===== src/rtl/add8_share_ctrl.sv =====
// Byte-serial adder shared by NREQ requesters: round-robin grant, one 8-bit add slice
// reused for NBYTES cycles, then a held response. Optional subtract mode: ADD8_SHARE_CTRL_SUB_EN.
`timescale 1ns/1ps
module add8_share_ctrl #(
  parameter int NREQ   = 4,
  parameter int NBYTES = 4,
  localparam int W     = 8 * NBYTES,
  localparam int IDW   = $clog2(NREQ)
) (
  input  logic                clk,
  input  logic                rst_n,
  input  logic [NREQ-1:0]     req_valid,
`ifdef ADD8_SHARE_CTRL_SUB_EN
  input  logic [NREQ-1:0]     req_sub,
`endif
  output logic [NREQ-1:0]     req_ready,
  input  logic [NREQ*W-1:0]   req_a,
  input  logic [NREQ*W-1:0]   req_b,
  output logic                rsp_valid,
  input  logic                rsp_ready,
  output logic [IDW-1:0]      rsp_id,
  output logic [W-1:0]        rsp_sum,
  output logic                rsp_co
);

  localparam int IW = (NBYTES > 1) ? $clog2(NBYTES) : 1;
  localparam logic [IW-1:0]  LAST_BYTE = IW'(NBYTES - 1);
  localparam logic [IDW-1:0] LAST_ID   = IDW'(NREQ - 1);
  localparam logic [IDW:0]   NREQ_W    = (IDW+1)'(NREQ);

  localparam logic [1:0] ST_IDLE = 2'd0;
  localparam logic [1:0] ST_ADD  = 2'd1;
  localparam logic [1:0] ST_RESP = 2'd2;

  logic [1:0]     state_reg;
  logic [IDW-1:0] ptr_reg;
  logic [IDW-1:0] id_reg;
  logic [W-1:0]   a_reg;
  logic [W-1:0]   b_reg;
  logic [W-1:0]   sum_reg;
  logic [IW-1:0]  byte_idx_reg;
  logic           carry_reg;
  logic           co_reg;
  logic           sub_reg;

  logic [IDW-1:0] cand_idx [NREQ];
  logic [W-1:0]   a_slice  [NREQ];
  logic [W-1:0]   b_slice  [NREQ];
  logic [7:0]     a_byte   [NBYTES];
  logic [7:0]     b_byte   [NBYTES];

  logic [IDW-1:0] grant_idx;
  logic           grant_any;
  logic           grant_fire;
  logic           sub_sel;
  logic [7:0]     b_eff;
  logic [8:0]     slice_sum;

`ifdef ADD8_SHARE_CTRL_SUB_EN
  assign sub_sel = req_sub[grant_idx];
`else
  assign sub_sel = 1'b0;
`endif

  // Candidate i is the requester i places above ptr, wrapping modulo NREQ.
  genvar gi;
  generate
    for (gi = 0; gi < NREQ; gi++) begin : g_req
      logic [IDW:0] wrap_sum;
      assign wrap_sum      = {1'b0, ptr_reg} + (IDW+1)'(gi);
      assign cand_idx[gi]  = (wrap_sum >= NREQ_W) ? IDW'(wrap_sum - NREQ_W) : wrap_sum[IDW-1:0];
      assign a_slice[gi]   = req_a[gi*W +: W];
      assign b_slice[gi]   = req_b[gi*W +: W];
      assign req_ready[gi] = grant_fire && (grant_idx == IDW'(gi));
    end
    for (gi = 0; gi < NBYTES; gi++) begin : g_byte
      assign a_byte[gi] = a_reg[gi*8 +: 8];
      assign b_byte[gi] = b_reg[gi*8 +: 8];
    end
  endgenerate

  // Walk candidates from farthest to nearest so the nearest valid one wins.
  always_comb begin
    grant_any = 1'b0;
    grant_idx = '0;
    for (int i = NREQ - 1; i >= 0; i--) begin
      if (req_valid[cand_idx[i]]) begin
        grant_any = 1'b1;
        grant_idx = cand_idx[i];
      end
    end
  end

  // Gated by rst_n so no accept strobe escapes while reset is held.
  assign grant_fire = rst_n && (state_reg == ST_IDLE) && grant_any;

  // The single shared add slice; subtract inverts B and seeds carry with 1.
  assign b_eff     = b_byte[byte_idx_reg] ^ {8{sub_reg}};
  assign slice_sum = {1'b0, a_byte[byte_idx_reg]} + {1'b0, b_eff} + {8'd0, carry_reg};

  always_ff @(posedge clk or negedge rst_n) begin
    if (!rst_n) begin
      state_reg    <= ST_IDLE;
      ptr_reg      <= '0;
      id_reg       <= '0;
      a_reg        <= '0;
      b_reg        <= '0;
      sum_reg      <= '0;
      byte_idx_reg <= '0;
      carry_reg    <= 1'b0;
      co_reg       <= 1'b0;
      sub_reg      <= 1'b0;
    end else begin
      case (state_reg)
        ST_IDLE: begin
          if (grant_any) begin
            a_reg        <= a_slice[grant_idx];
            b_reg        <= b_slice[grant_idx];
            id_reg       <= grant_idx;
            sub_reg      <= sub_sel;
            carry_reg    <= sub_sel;
            byte_idx_reg <= '0;
            state_reg    <= ST_ADD;
          end
        end
        ST_ADD: begin
          for (int k = 0; k < NBYTES; k++) begin
            if (byte_idx_reg == IW'(k)) sum_reg[k*8 +: 8] <= slice_sum[7:0];
          end
          carry_reg <= slice_sum[8];
          if (byte_idx_reg == LAST_BYTE) begin
            co_reg       <= slice_sum[8];
            byte_idx_reg <= '0;
            state_reg    <= ST_RESP;
          end else begin
            byte_idx_reg <= byte_idx_reg + 1'b1;
          end
        end
        ST_RESP: begin
          if (rsp_ready) begin
            ptr_reg   <= (id_reg == LAST_ID) ? '0 : id_reg + 1'b1;
            state_reg <= ST_IDLE;
          end
        end
        default: state_reg <= ST_IDLE;
      endcase
    end
  end

  assign rsp_valid = (state_reg == ST_RESP);
  assign rsp_id    = id_reg;
  assign rsp_sum   = sum_reg;
  assign rsp_co    = co_reg;

endmodule


===== config.mk =====
export PLATFORM = sky130hd
export DESIGN_NAME = add8_share_ctrl
export DESIGN_NICKNAME = d
export VERILOG_FILES = /design/src/rtl/add8_share_ctrl.sv
export SDC_FILE = /design/constraint.sdc
export NUM_CORES = 1
export LEC_CHECK = 0
export CELL_PAD_IN_SITES_DETAIL_PLACEMENT = 0
export CELL_PAD_IN_SITES_GLOBAL_PLACEMENT = 1
export CORE_UTILIZATION = 31
export DETAILED_ROUTE_END_ITERATION = 10
export PLACE_DENSITY_LB_ADDON = 0.1
export RECOVER_POWER = 50
export SLEW_MARGIN = 20
export SYNTH_ARGS = -nofsm -noshare
export SYNTH_HDL_FRONTEND = slang
export SYNTH_SLANG_ARGS = --single-unit

===== constraint.sdc =====
create_clock -name clk -period 3.8 [get_ports clk]
set_input_delay 0.57 -clock clk [delete_from_list [all_inputs] [get_ports clk]]
set_output_delay 0.57 -clock clk [all_outputs]
set_load 0.02 [all_outputs]

Yosys cells after proc, flatten, opt, wreduce, memory -nomap -nowiden

Cells that the tools add are included.

Input bits: 263
Logic and storage cells: 107
Bits in registers: 106

Add/sub/neg operators: 11
Equal/unequal tests: 12
Reduce and logical (&&, ||, !) cells: 18
Multiplexer cells: 42
Magnitude comparators: 10
Bitwise gates (word level): 2

Operators with widths:

| cell                                                                 | count |
|---|---|
| 32-bit binary-select mux with 2-bit select                           | 2 |
| 32-bit two-way mux                                                   | 4 |
| 8-bit binary-select mux with 2-bit select                            | 2 |
| 8-bit two-way mux                                                    | 4 |
| 2-bit two-way mux                                                    | 14 |
| 3-bit greater-or-equal comparator, second input constant             | 5 |
| 2-bit AND reduction                                                  | 7 |
| 2-bit == test, second input constant                                 | 6 |
| 2-bit by 3-bit < comparator with 1-bit output, second input constant | 4 |
| 8-bit by 8-bit adder with 9-bit output                               | 1 |
| 9-bit by 1-bit adder with 9-bit output                               | 1 |
| 1-bit two-way mux                                                    | 9 |
| 1-bit binary-select mux with 2-bit select                            | 4 |
| 2-bit by 1-bit subtractor with 2-bit output, second input constant   | 4 |
| 2-bit by 2-bit adder with 3-bit output, second input constant        | 2 |
| 2-bit by 1-bit == test with 1-bit output, second input constant      | 3 |
| 1-bit logical AND                                                    | 6 |
| 2-bit zero test                                                      | 3 |
| 2-bit NOT with 3-bit output                                          | 2 |
| 2-bit case mux with 3 select lines                                   | 1 |
| 2-bit by 1-bit adder with 2-bit output, second input constant        | 2 |
| 2-bit inequality test, second input constant                         | 2 |
| 2-bit case mux with 2 select lines                                   | 1 |
| 2-bit by 1-bit adder with 3-bit output, second input constant        | 1 |
| 5 further kinds                                                      | 5 |

Longest topological paths before layout

Gate-level depths: netlist (run 1).

Depth after elaboration: 13
Mapped depth: 10

Worst setup path after synthesis (run 1)

Ideal clock, no wire load.

Path type: reg-to-reg
From: register byte_idx_reg[0]
To: register sum_reg[30], in the netlist rsp_sum[30]
Data required time: 3.676 ns
Stages on the path, launching flop included: 11
Path buffers: 2
Library setup time: 0.124 ns
Arrival: 3.247 ns
Path slack: 0.429 ns
Cells stage by stage: dfrtp_1 -> buf_2 -> buf_2 -> mux4_2 -> fa_1 -> fa_1 -> a21o_1 -> a21oi_1 -> o21a_1 -> nor3_1 -> a211o_1

Word-level cells in the longest chain between the ends: 6

Ends and longest elaborated chain:

| what                                                                | RTL line | RTL |
|---|---|---|
| from (decl)                                                         | 41       | `logic [IW-1:0] byte_idx_reg;` |
| from (signal assigned)                                              | 136      | `byte_idx_reg <= byte_idx_reg + 1'b1;` |
| 2-bit NOT with 3-bit output (implied by the code)                   | 98, 99   |  |
| 8-bit binary-select mux with 2-bit select, on equally long branches | 99, 98   |  |
| 8-bit two-way mux, on equally long branches (2 in series)           | 99, 98   |  |
| 8-bit by 8-bit adder with 9-bit output                              | 99       | `assign slice_sum = {1'b0, a_byte[byte_idx_reg]} + {1'b0, b_eff} + {8'd0, carry_reg};` |
| 9-bit by 1-bit adder with 9-bit output                              | 99       |  |
| to (signal, indexed assignment)                                     | 128      | `if (byte_idx_reg == IW'(k)) sum_reg[k*8 +: 8] <= slice_sum[7:0];` |
| to (decl)                                                           | 40       | `logic [W-1:0] sum_reg;` |

Parallel ways exist; a longest one is shown, timed or not. The select of a mux whose other input is x is not followed.
A chain may end at the register's enable or synchronous reset.

Worst setup path after layout (run 1)

From: input req_valid[0]
To: output req_ready[0]

Word-level cells in the longest chain between the ends: 8

Ends and longest elaborated chain:

| what                                                                        | RTL line | RTL |
|---|---|---|
| from (decl)                                                                 | 12       | `input logic [NREQ-1:0] req_valid,` |
| 1-bit binary-select mux with 2-bit select                                   | 87       | `if (req_valid[cand_idx[i]]) begin` |
| 1-bit two-way mux (implied by the code)                                     | 87       |  |
| 2-bit two-way mux / 1-bit two-way mux (equally long branches) (4 in series) | 87       |  |
| 2-bit zero test / 1-bit logical AND (equally long branches)                 | 74, 95   |  |
| 1-bit logical AND (*)                                                       | 74       | `assign req_ready[gi] = grant_fire && (grant_idx == IDW'(gi));` |
| to (decl)                                                                   | 16       | `output logic [NREQ-1:0] req_ready,` |

Mark *: on every way between the ends. The rest lies on a longest branch, timed or not. The select of a mux whose other input is x is not followed.

==> impl.org, run 1 <==
** Outcome
- The flow ran to the end, but the final reports show violations.
- Violated checks :: capacitance limit, slew limit

** Final layout
- Layout cell share with drive strength beyond 1 :: about an eighth
- Synthesis-to-finish area growth :: 53.4%
- Final non-filler cell total :: approximately 1.2k
- Leaving out fill and tap cells, the most frequent cell in the layout is sky130_fd_sc_hd__clkdlybuf4s50_1.
- Final nets :: approximately 1.2k
- Fill cells :: slightly below 2k
- In the layout the commonest cells are 282 x sky130_fd_sc_hd__clkdlybuf4s50_1, 106 x sky130_fd_sc_hd__dfrtp_1, 83 x sky130_fd_sc_hd__nand2_1, 59 x sky130_fd_sc_hd__o21ai_0, 45 x sky130_fd_sc_hd__a222oi_1.

** Critical path
- Worst setup SP type :: input pin
- Buffers and inverters on the worst path :: 2
- Among all stages on the critical path, the largest delay is contributed by sky130_fd_sc_hd__clkdlybuf4s50_1.
- The critical path goes through clkdlybuf4s50_1 -> or3b_1 -> o311ai_4 -> nor2b_1 -> clkdlybuf4s50_1.
- Data on the critical path arrives at its endpoint at roughly 2.6 ns.
- STA classifies the critical path endpoint as an output port.
- Maximum fanout along the worst path :: 9
- At the worst endpoint, the required time is between 3 and 4 ns.
- Category of cells accounting for the largest share of critical-path delay :: buffers and inverters
- Largest stage delay on the critical path :: about 0.66 ns
- In this design, the critical path's most frequently occurring cell is sky130_fd_sc_hd__clkdlybuf4s50_1.
- Category of the most critical setup path :: input pin to output port

** Logic synthesis
- By area the synthesized netlist is led by sky130_fd_sc_hd__dfrtp_1 39%, sky130_fd_sc_hd__a222oi_1 6.7%, sky130_fd_sc_hd__mux2_4 6.2%.
- Yosys mapped a number of flops with a built-in enable equal to 0.
- Total nets after synthesis :: between 900 and 1k
- After technology mapping, the gate count stands at approximately 670.
- After synthesis, the netlist uses 52 different library cells.
- Share of synthesized flip-flops with an asynchronous set or reset :: 100%
- Summing the sequential cell areas from Yosys gives roughly two fifths of the chip area.
- Cell taking the most area after synthesis :: sky130_fd_sc_hd__dfrtp_1
- The synthesized design devotes to its leading area cell type between 30 and 40% of total area.
- Number of synthesized register bits :: ~110
- Main synth FF type :: sky130_fd_sc_hd__dfrtp_1
- Avg Synthesized Cell Area :: just over 10 µm²
- Yosys printed 0 warnings.
- Summed instance area of the synthesized netlist :: about 6800 µm²

** Global route
- Global routing consumed, over all layers together, 21.5% of the routing resources.
- The number of antenna violations at the first check in global routing is 2.
- Entering global routing, the biggest net connects 67 pins.
- For this run the aggregate overflow at the end of global routing stands at 0.
- Global-route wire length before repair :: 36200 µm
- The number of global-route vias before repair came to ~6.6k.

** Power
- Total Power :: roughly 8.3 mW
- Ratio of total power to cell area :: 804 nW/µm²
- Worst voltage drop across the vdd grid :: roughly 0.39 mV
- Static Leakage :: roughly 4.3 nW

** Timing
- Worst Tran Pin Value :: around 2.2 ns
- Relative slew slack :: -47.0%
- Final hold violation count :: 0
- Count of pins over their slew limit :: 42
- The tightest hold path in the finished design has a slack of 0.481 ns.
- Final critical delay including setup and external delays :: 3.21 ns
- Slack of the critical path :: about 0.59 ns
- Post-route clock skew :: 0.0135 ns
- Highest Clock Rate :: 0.312 GHz
- In the finished design, the share of the clock period the worst path needs comes to between 80% and 90%.
- Final setup TNS :: 0 ns
- Final Setup Violations :: 0
- Setup repair after global routing left no endpoint under its margin.

** Run
- Across the run, the number of max-cap violations was 1.

** Clocking
- In this run the clock root is driven by a sky130_fd_sc_hd__clkbuf_16.
- CTS sink count :: roughly 110
- Worst-skew pair later-pin latency :: about 0.36 ns
- The clock passes through at most 2 buffers.
- Clk pin slew, worst setup/hold paths :: around 0.070 ns
- Buffers inserted during clock tree synthesis total 9.
- Post-CTS Resized :: 0
- Buffers added to address setup during post-CTS repair amount to 0.
- For this design, the CTS-stage hold fixing added 0 buffers.
- In this run the number of H-tree levels came out at 3.
- TritonCTS built the clock tree.

** Place
- Cells after DPL :: 1210
- Final Wtd Congestion :: about 0.8
- Number of buffer cells added on primary ports :: 302
- The HPWL after detailed placement is around 19000 µm.
- Worst slack, placed :: roughly 0.38 ns

** Die
- Cell Rows :: 53
- Horizontal extent of the die :: 150 µm
- The core region is ~21000 µm².
- Starting density of the core :: between 30% and 40%
- For this design the top-level I/O count stands at between 300 and 400.
- Y dimension of the die :: around 150 µm
- Overall die area :: around 22000 µm²

** Detailed routing
- Post-detailed-route count of antenna-violating nets :: 0
- The first TritonRoute pass finished after 7 iterations.
- In the routed design, unresolved DRC markers number 0.
- Wire per inst :: about 19 µm
- Final wirelength :: 23700 µm
- The first routing iteration left 369 violations.
- After detailed routing, the number of vias per cell comes to between 5 and 6.
- Via total after detailed routing :: approximately 6.5k

** Hold path
- Class of the worst hold path :: register to register
==> through the flow <==
step / util, % / area (µm²)
floorplan: - / 6770
finish: 48.9 / 10400
detailed placement: 47.3 / 10000
global route: 48.9 / 10400
global placement: 47.3 / 10000
CTS: 48.9 / 10400
==> report_power, final <==
group / switching (mW) / internal, mW / total [mW]
clock: 0.445 / 0.603 / 1.05
combinational: 2.88 / 2.32 / 5.20
sequential: 0.392 / 1.70 / 2.10
==> cell type report <==
class | count | area, µm² | area share, %
multi-input cells | 497 | 3800 | 36.7
repair buffers | 325 | 3210 | 30.9
flip-flops and latches | 106 | 2650 | 25.6
well taps | 275 | 344 | 3.32
clock buffers | 10 | 239 | 2.30
clock inverters | 6 | 95.1 | 0.916
inverters | 7 | 26.3 | 0.253
diodes | 2 | 5.00 | 0.0482
==> kinds of logic (layout without fill, tap and decap cells) <==
family,after synthesis,count (layout),share of synthesized area [%]
compound gates,185,185,19.3
xor+xnor,4,4,0.518
fa+ha+maj,14,14,2.81
buf+inv,68,348,5.03
flops,106,106,39.2
mux,94,94,19.4
other cells,0,2,0
simple gates,200,200,13.6
==> cell usage after synthesis (7+ instances only) <==
cell,instances
sky130_fd_sc_hd__a222oi_1,45
sky130_fd_sc_hd__buf_2,16
sky130_fd_sc_hd__clkbuf_1,35
sky130_fd_sc_hd__dfrtp_1,106
sky130_fd_sc_hd__ha_1,12
sky130_fd_sc_hd__inv_1,7
sky130_fd_sc_hd__mux2_2,26
sky130_fd_sc_hd__mux2_4,28
sky130_fd_sc_hd__mux2i_1,23
sky130_fd_sc_hd__mux4_2,16
sky130_fd_sc_hd__nand2_1,83
sky130_fd_sc_hd__nand2b_1,7
sky130_fd_sc_hd__nand3_1,44
sky130_fd_sc_hd__nor2_1,28
sky130_fd_sc_hd__nor3_1,10
sky130_fd_sc_hd__o21ai_0,59
sky130_fd_sc_hd__o21ai_1,32
sky130_fd_sc_hd__o22a_1,19
==> worst paths after layout <==
| kind | startpoint | endpoint | slack, ns | cells after the start |
|---|---|---|---|---|
| max | req_valid[0] | req_ready[0] | 0.59 | 5 |
| min | rsp_sum[26] | rsp_sum[26] | 0.48 | 2 |
| max reg2reg | byte_idx_reg[0] | rsp_sum[30] | 0.59 | 8 |
| min reg2reg | rsp_sum[26] | rsp_sum[26] | 0.48 | 2 |
| max in group asynchronous | rst_n | b_reg[4] | 0.81 | 3 |
| min in group asynchronous | rst_n | rsp_sum[13] | 1.10 | 2 |
==> routing by layer <==
layer  vias to the layer above  routed length, µm  global-route usage [%]
met2                       207              12600                    39.1
met3                        27               1150                    4.63
met4                         0                420                    5.56
met1                      3166               9530                    25.4
li1                       3109                  -                       -
met5                         -                  0                       0
==> worst reg2reg max path, stage by stage (launching register included) <==
cell	delay, ns
sky130_fd_sc_hd__dfrtp_1	0.50
sky130_fd_sc_hd__mux4_2	0.60
sky130_fd_sc_hd__fa_1	0.43
sky130_fd_sc_hd__fa_1	0.42
sky130_fd_sc_hd__a21o_1	0.20
sky130_fd_sc_hd__a21oi_1	0.26
sky130_fd_sc_hd__o21a_1	0.33
sky130_fd_sc_hd__nor3_1	0.10
sky130_fd_sc_hd__a211o_1	0.26
Power figures use the tool's default switching activity.
==> run 2: changes to the inputs <==
- clock period: 3.8 -> 3.1 ns (I/O delays scaled with it)
==> run 2 against run 1 <==
Critical path depth increased by 3. Sequential power increased by 24%. Via count increased by 0.20%. Worst hold slack got worse by 0.18 ns. The flow still finishes with violations (capacitance limit, slew limit). Die area unchanged. Core utilization increased by 0.22 points. Non-clock buffer count increased by 10. Critical path type is now register to register. Sequential share of layout area decreased by 0.10 points.
==> impl.org, run 2 (same netlist as run 1, synthesis figures left out) <==
** Outcome
- The flow ran to the end, but the final reports show violations.
- Violated checks :: capacitance limit, slew limit

** Critical path
- The critical path goes through mux4_2 -> fa_1 -> fa_1 -> a21o_1 -> a21oi_1 -> o21a_2 -> nor3_1 -> a211o_1.
- Among all stages on the critical path, the largest delay is contributed by sky130_fd_sc_hd__mux4_2.
- CP Data Required Time :: approximately 3.3 ns
- The worst setup path is captured at a register.
- Arr. time, crit path :: about 3.2 ns
- On the worst path, the slowest cell contributes a delay of 0.53 ns.
- Of all nets on the critical path, the largest fanout is 8.
- Worst setup SP type :: register
- Together, buffers and inverters on the worst path number 0.
- The worst setup path is of the register to register kind.
- Broken down by cell family, the worst path's largest delay share belongs to compound AO/OA/AOI/OAI gates.
- Cell mode on critical path :: sky130_fd_sc_hd__fa_1

** Timing
- The number of pins exceeding their max-slew limit in the final report was slightly above 70.
- Worst Tran Pin Value :: around 1.8 ns
- Counting I/O delays and the setup requirement, the final critical path takes 2.99 ns.
- Highest Clock Rate :: between 0.3 and 0.4 GHz
- Period utilisation layout :: ~96%
- Setup repair after global routing could not meet its margin everywhere.
- On the final layout, the worst clock skew is about 0.0088 ns.
- Setup violations remaining at the end of the flow were counted as 0.
- Hold slack :: 0.305 ns
- Relative slew slack :: -16.7%
- The hold violation total from the final report was 0.

** Detailed routing
- For this run, design rule violations remaining after detail routing come to 0.
- First DRT Iteration DRCs :: 389
- In the final routed layout, each cell accounts on average for about 19 µm.
- Routed vias/inst :: between 5 and 6
- The first TritonRoute pass finished after 8 iterations.
- Final wirelength :: approximately 24000 µm
- The detail route stage leaves a number of antenna-violating nets equal to 0.
- The final route contains 6522 vias.

** Final layout
- From synthesis to final layout, the design area changed by 54.1%.
- The finished layout holds between 1k and 1.5k standard cells, fillers aside.
- Summing all non-filler instances in the final layout gives an area of ~10000 µm².
- Final nets :: approximately 1.2k
- Of the cells placed in the final design, the portion with a size suffix greater than 1 is 13.1%.
- Core utilization of the finished layout :: between 40% and 50%
- Most common library cell in the layout ignoring fill and taps :: sky130_fd_sc_hd__clkdlybuf4s50_1
- In the layout the commonest cells are 283 x sky130_fd_sc_hd__clkdlybuf4s50_1, 105 x sky130_fd_sc_hd__dfrtp_1, 83 x sky130_fd_sc_hd__nand2_1, 59 x sky130_fd_sc_hd__o21ai_0, 45 x sky130_fd_sc_hd__a222oi_1.
- Antenna fix cells :: 0

** Hold path
- Class of the worst hold path :: input pin to asynchronous set/reset pin

** Clocking
- The clock reaches the later pin of the worst-skew pair after roughly 0.36 ns.
- The clock net in this run drives a total of between 100 and 150 sinks.
- CTS tree :: yes
- Clock tree synthesis inserted a total of 9 buffers.
- Clk pin slew, worst setup/hold paths :: approximately 0.07 ns
- CTS built an H-tree with a depth of 3.
- Clock tree synthesis selected as its root buffer the cell sky130_fd_sc_hd__clkbuf_16.
- CTS max path bufs :: 2

** Global route
- The total overflow left after global routing is 0.
- The number of antenna violations at the first check in global routing is 0.
- Global-route total usage across every layer :: about a fifth
- Global-route wire length before repair :: 36000 µm
- Via count of the first global-routing pass :: 6806
- Entering global routing, the biggest net connects slightly above 70 pins.

** Die
- The die is 150 µm wide.
- Y dimension of the die :: 150 µm
- Starting density of the core :: 31.9%
- The floorplan step defined a die boundary enclosing ~22000 µm².
- In this run the count of I/O pins placed on the die edge is about 300.
- The initialized floorplan defines between 50 and 60 standard-cell rows.
- The core region is ~21000 µm².

** Place
- Number of buffer cells added on primary ports :: roughly 300
- After detailed placement, the design holds a cell count of between 1k and 1.5k.
- Final Wtd Congestion :: 0.845
- The wire-length estimate of the detail-placed layout is 18700 µm.
- Summing all placed instances gives a cell area of 10100 µm².

** Power
- Summed over all cells, the static leakage comes to 4.30 nW.
- Worst voltage drop across the vdd grid :: around 0.57 mV
- Ratio of total power to cell area :: slightly below 1000 nW/µm²

** Run
- Across the run, the number of max-cap violations was 1.
==> run 2: path summary, 6_finish.rpt <==
path,end,slack [ns],cells past startpoint,startpoint
min in group clk,rsp_sum[13],0.47,2,rsp_sum[13]
max in group asynchronous,byte_idx_reg[0],0.63,3,rst_n
worst min-delay path,rsp_sum[11],0.31,2,rst_n
worst min register to register,rsp_sum[13],0.47,2,rsp_sum[13]
worst max register to register,rsp_sum[6],0.11,8,byte_idx_reg[0]
worst max-delay path,rsp_sum[6],0.11,8,byte_idx_reg[0]
==> run 2: per-stage QoR <==
stage               setup WS [ns]  total power, mW   TNS, ns
finish                      0.115             10.2         0
global route             -0.00154             11.1  -0.00154
CTS                        0.0449             10.4         0
detailed placement        -0.0474             9.29   -0.0731
global placement           0.0164             9.12         0
floorplan                  0.0283             6.85         0
==> run 2: where the power goes <==
group	internal [mW]	switching [mW]	leakage [nW]	total [mW]
clock network	0.570	0.526	0.132	1.10
logic	2.99	3.55	2.88	6.54
registers	2.09	0.505	1.29	2.60
==> run 2: area by class of cell <==
class / instances / area (µm²)
flip-flops and latches: 106 / 2650
clock inverters: 5 / 37.5
fillers: 1992 / 10800
repair buffers: 335 / 3310
clock buffers: 11 / 243
well taps: 275 / 344
multi-input cells: 497 / 3810
inverters: 7 / 26.3
==> run 2: timing repair <==
item                                    in CTS  in global routing
setup buffers                                0                  0
resized for setup                            0                  2
endpoints found under the setup margin       0                  9
hold buffers                                 0                  0
==> run 2: worst reg2reg max path, stage by stage, from the launching register on <==
cell,delay (ns)
sky130_fd_sc_hd__dfrtp_2,0.44
sky130_fd_sc_hd__mux4_2,0.53
sky130_fd_sc_hd__fa_1,0.45
sky130_fd_sc_hd__fa_1,0.42
sky130_fd_sc_hd__a21o_1,0.20
sky130_fd_sc_hd__a21oi_1,0.26
sky130_fd_sc_hd__o21a_2,0.25
sky130_fd_sc_hd__nor3_1,0.07
sky130_fd_sc_hd__a211o_1,0.26
==> run 2: layer usage <==
metal	global-route usage [%]	part of all wire, %	routed length, µm	up-vias
li1	-	-	-	3116
met1	24.5	39	9100	3123
met2	38.5	54	12600	248
met3	4.24	5.6	1310	35
met4	6.92	2.2	518	0
met5	0	0	0	-
